## src/rtl/key_debounce.sv

```systemverilog
// Per-key 2-FF synchroniser + debounce FSM with press/release strobes.
// Optional capture/irq logic behind `KEY_DEBOUNCE_IRQ_EN.
module key_debounce #(
  parameter int NUM_KEYS        = 4,
  parameter int DEBOUNCE_CYCLES = 500000,
  parameter bit ACTIVE_LOW      = 1'b1
) (
  input  logic                clk,
  input  logic                reset,
  input  logic [NUM_KEYS-1:0] key_in,
  output logic [NUM_KEYS-1:0] key_level,
  output logic [NUM_KEYS-1:0] key_press,
  output logic [NUM_KEYS-1:0] key_release
`ifdef KEY_DEBOUNCE_IRQ_EN
  ,
  input  logic [NUM_KEYS-1:0] edge_clear,
  output logic [NUM_KEYS-1:0] edge_cap,
  output logic                irq
`endif
);

  localparam int CW = $clog2(DEBOUNCE_CYCLES + 1);
  localparam logic [CW-1:0] C_ONE  = CW'(1);
  localparam logic [CW-1:0] C_LAST = CW'(DEBOUNCE_CYCLES - 1);
  localparam logic [NUM_KEYS-1:0] REL_LVL = {NUM_KEYS{ACTIVE_LOW}};

  typedef enum logic [1:0] {
    S_RELEASED,
    S_CONF_PRESS,
    S_PRESSED,
    S_CONF_REL
  } state_t;

  logic [NUM_KEYS-1:0] r_sync1;
  logic [NUM_KEYS-1:0] r_sync2;
  logic [NUM_KEYS-1:0] w_p;

  always_ff @(posedge clk) begin
    if (reset) begin
      r_sync1 <= REL_LVL;
      r_sync2 <= REL_LVL;
    end else begin
      r_sync1 <= key_in;
      r_sync2 <= r_sync1;
    end
  end

  // pressed = 1 regardless of pin polarity
  assign w_p = r_sync2 ^ REL_LVL;

  for (genvar g = 0; g < NUM_KEYS; g++) begin : g_key
    state_t        r_state;
    state_t        w_state_nx;
    logic [CW-1:0] r_cnt;
    logic [CW-1:0] w_cnt_nx;
    logic          w_acc_p;
    logic          w_acc_r;
    logic          r_level;
    logic          r_press;
    logic          r_rel;

    always_comb begin
      w_state_nx = r_state;
      w_cnt_nx   = r_cnt;
      w_acc_p    = 1'b0;
      w_acc_r    = 1'b0;
      unique case (r_state)
        S_RELEASED: begin
          if (w_p[g]) begin
            w_state_nx = S_CONF_PRESS;
            w_cnt_nx   = C_ONE;
          end else begin
            w_cnt_nx   = '0;
          end
        end
        S_CONF_PRESS: begin
          if (!w_p[g]) begin
            w_state_nx = S_RELEASED;
            w_cnt_nx   = '0;
          end else if (r_cnt == C_LAST) begin
            w_state_nx = S_PRESSED;
            w_cnt_nx   = '0;
            w_acc_p    = 1'b1;
          end else begin
            w_cnt_nx   = r_cnt + C_ONE;
          end
        end
        S_PRESSED: begin
          if (!w_p[g]) begin
            w_state_nx = S_CONF_REL;
            w_cnt_nx   = C_ONE;
          end else begin
            w_cnt_nx   = '0;
          end
        end
        S_CONF_REL: begin
          if (w_p[g]) begin
            w_state_nx = S_PRESSED;
            w_cnt_nx   = '0;
          end else if (r_cnt == C_LAST) begin
            w_state_nx = S_RELEASED;
            w_cnt_nx   = '0;
            w_acc_r    = 1'b1;
          end else begin
            w_cnt_nx   = r_cnt + C_ONE;
          end
        end
        default: begin
          w_state_nx = S_RELEASED;
          w_cnt_nx   = '0;
        end
      endcase
    end

    always_ff @(posedge clk) begin
      if (reset) begin
        r_state <= S_RELEASED;
        r_cnt   <= '0;
        r_level <= 1'b0;
        r_press <= 1'b0;
        r_rel   <= 1'b0;
      end else begin
        r_state <= w_state_nx;
        r_cnt   <= w_cnt_nx;
        r_press <= w_acc_p;
        r_rel   <= w_acc_r;
        if (w_acc_p) r_level <= 1'b1;
        else if (w_acc_r) r_level <= 1'b0;
      end
    end

    assign key_level[g]   = r_level;
    assign key_press[g]   = r_press;
    assign key_release[g] = r_rel;
  end

`ifdef KEY_DEBOUNCE_IRQ_EN
  logic [NUM_KEYS-1:0] r_cap;
  logic [NUM_KEYS-1:0] w_cap_nx;
  logic                r_irq;

  // a new press outranks a clear landing in the same cycle
  assign w_cap_nx = (r_cap & ~edge_clear) | key_press;

  always_ff @(posedge clk) begin
    if (reset) begin
      r_cap <= '0;
      r_irq <= 1'b0;
    end else begin
      r_cap <= w_cap_nx;
      r_irq <= |w_cap_nx;
    end
  end

  assign edge_cap = r_cap;
  assign irq      = r_irq;
`endif

endmodule
```

## config.mk

```make
export PLATFORM = sky130hd
export DESIGN_NAME = key_debounce
export DESIGN_NICKNAME = d
export VERILOG_FILES = /design/src/rtl/key_debounce.sv
export SDC_FILE = /design/constraint.sdc
export NUM_CORES = 1
export LEC_CHECK = 0
export CAP_MARGIN = 20
export CELL_PAD_IN_SITES_DETAIL_PLACEMENT = 1
export CELL_PAD_IN_SITES_GLOBAL_PLACEMENT = 1
export CORE_ASPECT_RATIO = 1.5
export CORE_UTILIZATION = 50
export CTS_CLUSTER_DIAMETER = 120
export CTS_CLUSTER_SIZE = 12
export DETAILED_ROUTE_END_ITERATION = 8
export PLACE_DENSITY_LB_ADDON = 0.12
export SYNTH_ARGS = -nofsm -noshare
export SYNTH_HDL_FRONTEND = slang
export SYNTH_SLANG_ARGS = --single-unit
```

## constraint.sdc

```tcl
create_clock -name clk -period 5.17 [get_ports clk]
set_input_delay 0.517 -clock clk [delete_from_list [all_inputs] [get_ports clk]]
set_output_delay 0.517 -clock clk [all_outputs]
set_load 0.02 [all_outputs]
```

== Word-level counts from Yosys, hierarchy flattened ==
Index checks and enable logic that the tools add are counted.
W data, S select, Z words.
Word-level totals
  output and inout bits: 12
  bits in registers: 104
  bits in read-only memories: 0
  latch bits: 0
  memories kept: 0
  RAM bits: 0
Cells by class
  $lt $le $gt $ge: 0
  $add $sub $neg: 4
  multipliers: 0
  bitwise operators: 1
  divide/modulo/power cells: 0
  reductions and logical operators: 12
  multiplexer cells: 80
  shift-type cells: 0
  equality and inequality tests: 32
Operators by type and width (count)
  $pmux W19 S4: 4
  $mux W19: 12
  $add A19 B1 Y19 const B: 4
  $eq A19 B19 Y1 const B: 4
  $mux W2: 24
  $mux W1: 36
  $pmux W2 S4: 4
  $ne A3 B3 Y1 const B: 8
  $eq A2 B2 Y1 const B: 8
  $ne A2 B2 Y1 const B: 8
  $reduce_and A4 Y1: 4
  $eq A2 B1 Y1 const B: 4
  $logic_not A2 Y1: 4
  $reduce_bool A2 Y1: 4
  $not A4 Y4: 1

== Longest topological paths before layout ==
Gate-level depths: netlist of run 1.
  depth in word-level cells: 6
  gate-level depth with buffers: 8
  mapped depth without buffers: 5

== Least setup slack after synthesis of run 1 ==
No wires, ideal clock.
  kind: register -> register
  start: register g_key[3].r_cnt[0]
  end: register g_key[3].r_cnt[18]
  stages on the path, launching flop included: 7
  slack: 3.203 ns
  path buffers: 1
  data required time: 5.100 ns
  setup time: 0.070 ns
  data arrival time: 1.897 ns
  cell sequence: dfxtp_1 -> ha_1 -> nand4_2 -> or4_1 -> clkbuf_1 -> or4_1 -> a21oi_1
Between the ends
  longest elaborated chain between the ends: 4
  elaborated cells between the ends (all ways): 6
  those cells by class: add/sub (1); eq/ne (1); mux (4)
Ends and longest elaborated chain
  from (decl): RTL line 54  | logic [CW-1:0] r_cnt;
  from (signal assigned): RTL line 124  | r_cnt <= w_cnt_nx;
  $add A19 B1 Y19 or $eq A19 B19 Y1 (tied branches)
  $mux W19 (*): RTL line 80, 100
  $mux W19 (on tied branches): RTL line 97, 77
  $pmux W19 S4 (*): RTL line 67  | unique case (r_state)
Mark *: on every way between the ends. The rest lies on a longest branch, timed or not.
A chain may end at the register's enable or synchronous reset.

== Worst setup path in the final report of run 1 ==
  start: register g_key[3].r_cnt[0]
  end: register g_key[3].r_rel
Between the ends
  longest elaborated chain between the ends: 4
Ends and longest elaborated chain
  $eq A19 B19 Y1: RTL line 100  | end else if (r_cnt == C_LAST) begin
  $mux W1: RTL line 100
  $mux W1: RTL line 97  | if (w_p[g]) begin
  $mux W1: RTL line 67
  to (signal assigned): RTL line 126  | r_rel <= w_acc_r;
  to (decl): RTL line 60  | logic r_rel;
Every way passes these cells.

==> out/metrics.yaml, run 1 <==
status: "finished, final reports clean"
rsz0062_at_grt: "no"
slowest_stage: "or4b_1"
rows: 42
yosys_warnings: 0
synth_top_family_by_area: "simple AND/OR/NAND/NOR gates"
relSlewSlack_pct: 56.7
path_clk_slew_ns: 0.07
via_count: 3675
grt_pass1_wl_mm: 17.1
post-route-period-util_pct: 43.0
finalSetupViolCount: 0
ir_worst_vdd_uv: 255
cts_setup_buffers: 0
synth_top_cell_by_area: "dfxtp_1"
synthCells: 518
htree_levels: 3
dr.pass1.iters: 4
area_delta_synth_final_pct: 9.36
cts_tree: "yes"
syn_area_per_cell_um2: 8.85
synth-compound-area-share_pct: 9.63
crit_type: "flop to flop"
routed_via_density: 5.84
synth_seq_cells: 104
worst_setup_path_start_kind: "flop"
max_cap_viol_count: 0
post-synth-top-count-cell: "dfxtp_1"
worstPathRequired_ns: 5.43
yosys.area_share.simple_pct: 28.8
placed_cells: 614
worstPathCellList: "ha_1 > nand4_2 > or4_1 > or4b_1 > nor3_1"
drc: 0
seq_area_frac_synth_pct: 45.4
hold_class: "flop to flop"
fin_ws_ns: 2.95
dpl.hpwl_mm: 6.92
clkSinkCount: 104
core-area_um2: 8880
timing_hold_violations_final: 0
clkLatencyLatePin_ns: 0.34
max_stage_delay_ns: 0.55
die_h_um: 119
portBuffers: 17
cts_hold_buf: 0
syn_nets: 528
power_density_nw_per_um2: 304
ff2ff_setup_slack_ns: 2.95
cts_buffers: 9
tightest_slew_ns: 0.644
cp_max_fo: 5
place_congestion: 0.790
drive_gt1_share_pct: 7.13
routed_wl_mm: 9.85
synthFlopType: "dfxtp_1"
grt_antenna_before_repair: 0
synth_xor_area_share_pct: 9.55
slew_violations: 0
io_pins: 18
synth_common_cells: "dfxtp_1 (104), nor2_1 (65), nand3_1 (27), xor2_1 (27), nand2_1 (26)"
worstSetupEndpointType: "flop"
p_leak_uw: 0.00153
grt_max_degree: 32
period_minus_slack_ns: 2.22
fin_util_pct: 56.5
first_global_vias: 3836
fmax_mhz: 450
grt_overflow_total: 0
synth_top_area_share_pct: 45.4
cp.arrival_ns: 2.48
start_util_pct: 51.6
die_w_um: 80.2
nets: 525
place_ws_ns: 2.89
synth_area_um2: 4590
post_cts_resized: 0
dieArea_um2: 9570
synth.area.top_cells: "dfxtp_1 (45%), nor2_1 (5.3%), xor2_1 (5.2%), xnor2_1 (4.4%), nand4_1 (3.0%)"
root_buffer: "clkbuf_16"
ctsLongestPathBuffers: 2
fin_cells: 629
synth-adder-area-share_pct: 1.09
grt_usage_pct: 22.5
antenna_cells: 0
muxShareOfSynthArea_pct: 0
synth.distinct_cells: 49
postRouteAntennaNets: 0
finClkSkew_ns: 0.0107
ys_async_sr_fraction_pct: 0
setup_tns_ns: 0
whs_ns: 0.410
drtIter0Drc: 88
synth_edf_count: 0
drt-wirelength-per-cell_um: 15.7
==> worst max-delay path, delay by kind of cell (launching register included) <==
family	cells	cell delay (ns)
flops	1	0.40
simple gates	4	1.46
fa+ha+maj	1	0.27
==> metrics by stage <==
stage	power, uW	instance area (um2)
finish	1530	5010
global route	1580	5010
CTS	1540	5010
detailed placement	877	4730
global placement	876	4730
floorplan	864	4590
==> worst paths after layout <==
path	start	depth (start not counted)	endpoint
hold reg to reg	r_sync1[0]$_SDFF_PP1_	1	r_sync2[0]$_SDFF_PP1_
setup reg to reg	g_key[3].r_cnt[0]$_SDFF_PP0_	5	g_key[3].r_rel$_SDFF_PP0_
hold / removal	r_sync1[0]$_SDFF_PP1_	1	r_sync2[0]$_SDFF_PP1_
setup / recovery	g_key[3].r_cnt[0]$_SDFF_PP0_	5	g_key[3].r_rel$_SDFF_PP0_
==> per-layer routing <==
metal,vias up,global-route usage (%),part of all wire [%]
met3,17,4.37,1.8
li1,1818,-,-
met5,-,0,0
met4,0,8.93,2.2
met2,33,41.3,54
met1,1807,24.8,42
==> power breakdown <==
group          switching [uW]  leakage (uW)  internal, uW
Clock                     283      0.000145           384
Sequential               8.20      0.000841           810
Combinational            19.6      0.000543          20.7
Total                     311       0.00153          1210
==> state kept, by name (all words and copies together) (netlist names), named ones only <==
register / count
g_key.r_rel: 4
r_sync2: 4
g_key.r_cnt: 76
g_key.r_press: 4
r_sync1: 4
g_key.r_state: 4
g_key.r_level: 4
==> cell families after synthesis <==
kind of cell    count (synthesis)
xor+xnor                       50
flops                         104
simple gates                  238
buf+inv                        53
fa+ha+maj                       4
compound gates                 69
==> placed cells by master, fill, tap and decap left out, types with 2 or more instances in the layout <==
cell type        synthesis  routed
a211o_1                  5       5
a211oi_1                 6       6
a21o_1                   6       6
a21oi_1                 21      21
a31oi_1                  6       6
and2_1                   4       4
and3_1                   9       9
and4_1                   9       9
clkbuf_16                0       9
clkdlybuf4s50_1          0      17
clkinv_2                 0       3
dfxtp_1                104     104
ha_1                     4       4
inv_1                   21      21
nand2_1                 26      26
nand3_1                 27      27
nand4_1                 22      22
nand4b_1                 2       2
nor2_1                  65      65
nor3_1                  13      13
nor4_1                   5       5
nor4b_1                  6       6
nor4bb_1                 2       2
o21ai_0                 13      13
o31ai_1                  6       6
or2_2                   12      12
or3_1                   11      11
or3_2                    2       2
or4_1                   10      10
or4b_1                   2       2
xnor2_1                 23      23
xor2_1                  27      27
==> cell type report <==
class | count | area, um2
clock buffers | 11 | 243
clock inverters | 4 | 45.0
fillers | 1071 | 3870
inverters | 21 | 78.8
multi-input cells | 361 | 2250
flip-flops and latches | 104 | 2080
well taps | 110 | 138
repair buffers | 18 | 178
(Power assumes the default switching activity.)
==> run 2: changes to the inputs <==
--- a/config.mk
+++ b/config.mk
@@ -9,7 +9,7 @@
 export CELL_PAD_IN_SITES_DETAIL_PLACEMENT = 1
 export CELL_PAD_IN_SITES_GLOBAL_PLACEMENT = 1
 export CORE_ASPECT_RATIO = 1.5
-export CORE_UTILIZATION = 50
+export CORE_UTILIZATION = 46
 export CTS_CLUSTER_DIAMETER = 120
 export CTS_CLUSTER_SIZE = 12
 export DETAILED_ROUTE_END_ITERATION = 8
==> constraint.sdc (replaced) <==
create_clock -name clk -period 2.1 [get_ports clk]
set_input_delay 0.21 -clock clk [delete_from_list [all_inputs] [get_ports clk]]
set_output_delay 0.21 -clock clk [all_outputs]
set_load 0.02 [all_outputs]
==> run 2 against run 1 <==
Net effect: via count shrank 0.71%; wire length is 1.9% lower; worst hold slack improved by 0.0049 ns; cell area rose by 3.2%; clock power up 150%; sequential cell count is the same; clock skew shrank 0.0020 ns; first-iteration DRC count rose by 32%; largest cell class unchanged; critical path depth stayed put; core utilization is 3.0 points lower; power up 150%.
==> out/metrics.yaml, run 2 (synthesized netlist as in run 1, its figures left out) <==
status: "finished, final reports clean"
min_to: "r_sync2[2]$_SDFF_PP1_"
whs_ns: 0.415
placed_cell_area_um2: 4890
core-area_um2: 9690
grt_pass1_wl_mm: 17.3
worstSetupEndpointType: "flop"
finalSetupViolCount: 0
routed_wl_mm: 9.67
p_leak_uw: 0.00162
final_common_cell: "dfxtp_1"
grt_usage_pct: 20.2
io_pins: 18
routed_via_density: 5.61
fin_area_um2: 5180
tightest_slew_ns: 0.504
rows: 44
fmax_mhz: 509
whs_path_depth: 1
cts_buffers: 9
relSlewSlack_pct: 65.9
ff2ff_path_depth: 5
start_util_pct: 47.3
layout_common_cells: "dfxtp_1 (103), nor2_1 (65), nand3_1 (27), xor2_1 (27), nand2_1 (26)"
dieArea_um2: 10400
reg2reg_to: "g_key[3].r_press$_SDFF_PP0_"
worst_setup_path_start_kind: "flop"
regToRegStartpoint: "g_key[3].r_cnt[1]$_SDFF_PP0_"
ir_worst_vdd_uv: 442
ff2ff_setup_slack_ns: 0.14
worstPathRequired_ns: 2.36
htree_levels: 3
first_global_vias: 3788
rsz0062_at_grt: "no"
grtUsageMet3_pct: 3.38
setup_tns_ns: 0
timing_hold_violations_final: 0
grt_use_met1_pct: 24.0
grt_use_met2_pct: 36.2
area_delta_synth_final_pct: 12.9
grt_antenna_before_repair: 0
grt-busiest-layer: "met2"
period_minus_slack_ns: 1.96
crit_type: "flop to flop"
drive_gt1_share_pct: 10.7
root_buffer: "clkbuf_16"
grt_overflow_total: 0
largest_reg_flops: 76
post-route-period-util_pct: 93.5
min_from: "r_sync1[2]$_SDFF_PP1_"
postRouteAntennaNets: 0
dpl.hpwl_mm: 7.07
via_count: 3649
slew_violations: 0
power_density_nw_per_um2: 726
cp_max_fo: 4
max_cap_viol_count: 0
place_congestion: 0.764
drt-wirelength-per-cell_um: 14.9
fillers: 1134
hold_class: "flop to flop"
drc: 0
antenna_cells: 0
grt_max_degree: 19
cts_tree: "yes"
regMostFlops: "g_key.r_cnt"
nets: 544
drtIter0Drc: 116
die_h_um: 124
clkSinkCount: 104
finClkSkew_ns: 0.00865
cp.arrival_ns: 2.23
dr.pass1.iters: 4
path_clk_slew_ns: 0.06
die_w_um: 83.5
clkLatencyLatePin_ns: 0.34
ctsLongestPathBuffers: 2
portBuffers: 17
==> run 2: routing by layer <==
layer / up-vias / routed length, um
li1: 1848 / -
met1: 1763 / 4280
met2: 26 / 5040
met3: 12 / 188
met4: 0 / 162
met5: - / 0
==> run 2: where the power goes <==
part / internal (uW) / leakage, uW / switching [uW]
Sequential: 2000 / 0.000841 / 18.4
Clock: 963 / 0.000139 / 679
Combinational: 54.4 / 0.000644 / 47.0
==> run 2: what timing repair did <==
action                                  in CTS  in global routing
endpoints found under the setup margin       0                  5
hold buffers                                 0                  0
gates resized for setup                      0                  3
buffers inserted                             0                  0
==> run 2: stage by stage <==
stage	std cells	setup WS [ns]	total power [uW]	utilization [%]
final	650	0.136	3760	53.4
after detailed placement	638	0.0522	2160	50.5
after CTS	650	0.0468	3800	53.4
after global routing	650	0.0178	3870	53.4
after floorplan	518	0.133	2130	-
after global placement	638	0.158	2160	50.5
==> run 2: layout make-up <==
cell class | count | area [um2] | share of cell area (%)
multi-input combinational | 361 | 2260 | 43.6
inverter | 21 | 78.8 | 1.52
sequential | 104 | 2080 | 40.2
clock inverter | 1 | 30.0 | 0.580
tap | 115 | 144 | 2.78
timing repair buffer | 37 | 333 | 6.43
clock buffer | 11 | 253 | 4.88
==> run 2: how the worst max path moves through the flow <==
stage                                      start                            end  slack, ns
floorplan           g_key[3].r_cnt[0]$_SDFF_PP0_  g_key[3].r_cnt[18]$_SDFF_PP0_       0.13
global route        g_key[3].r_cnt[0]$_SDFF_PP0_    g_key[3].r_press$_SDFF_PP0_       0.02
finish              g_key[3].r_cnt[1]$_SDFF_PP0_    g_key[3].r_press$_SDFF_PP0_       0.14
global placement    g_key[3].r_cnt[1]$_SDFF_PP0_  g_key[3].r_cnt[18]$_SDFF_PP0_       0.16
CTS                 g_key[3].r_cnt[1]$_SDFF_PP0_  g_key[3].r_cnt[18]$_SDFF_PP0_       0.05
detailed placement  g_key[3].r_cnt[1]$_SDFF_PP0_  g_key[3].r_cnt[18]$_SDFF_PP0_       0.05
==> run 2: critical path, stage by stage, from the launching register on <==
cell and delay, ns:
dfxtp_2 0.35, ha_1 0.19, nand4_2 0.15, or4_1 0.48
or4b_1 0.54, nor3_1 0.18
==> run 3: changes to the inputs <==
--- a/config.mk
+++ b/config.mk
@@ -13,6 +13,7 @@
 export CTS_CLUSTER_DIAMETER = 120
 export CTS_CLUSTER_SIZE = 12
 export DETAILED_ROUTE_END_ITERATION = 8
+export GPL_TIMING_DRIVEN = 1
 export PLACE_DENSITY_LB_ADDON = 0.12
 export SYNTH_ARGS = -nofsm -noshare
 export SYNTH_HDL_FRONTEND = slang
==> results of run 3 <==
Same layout as run 2: the final DEF is identical, and so are final timing and power.
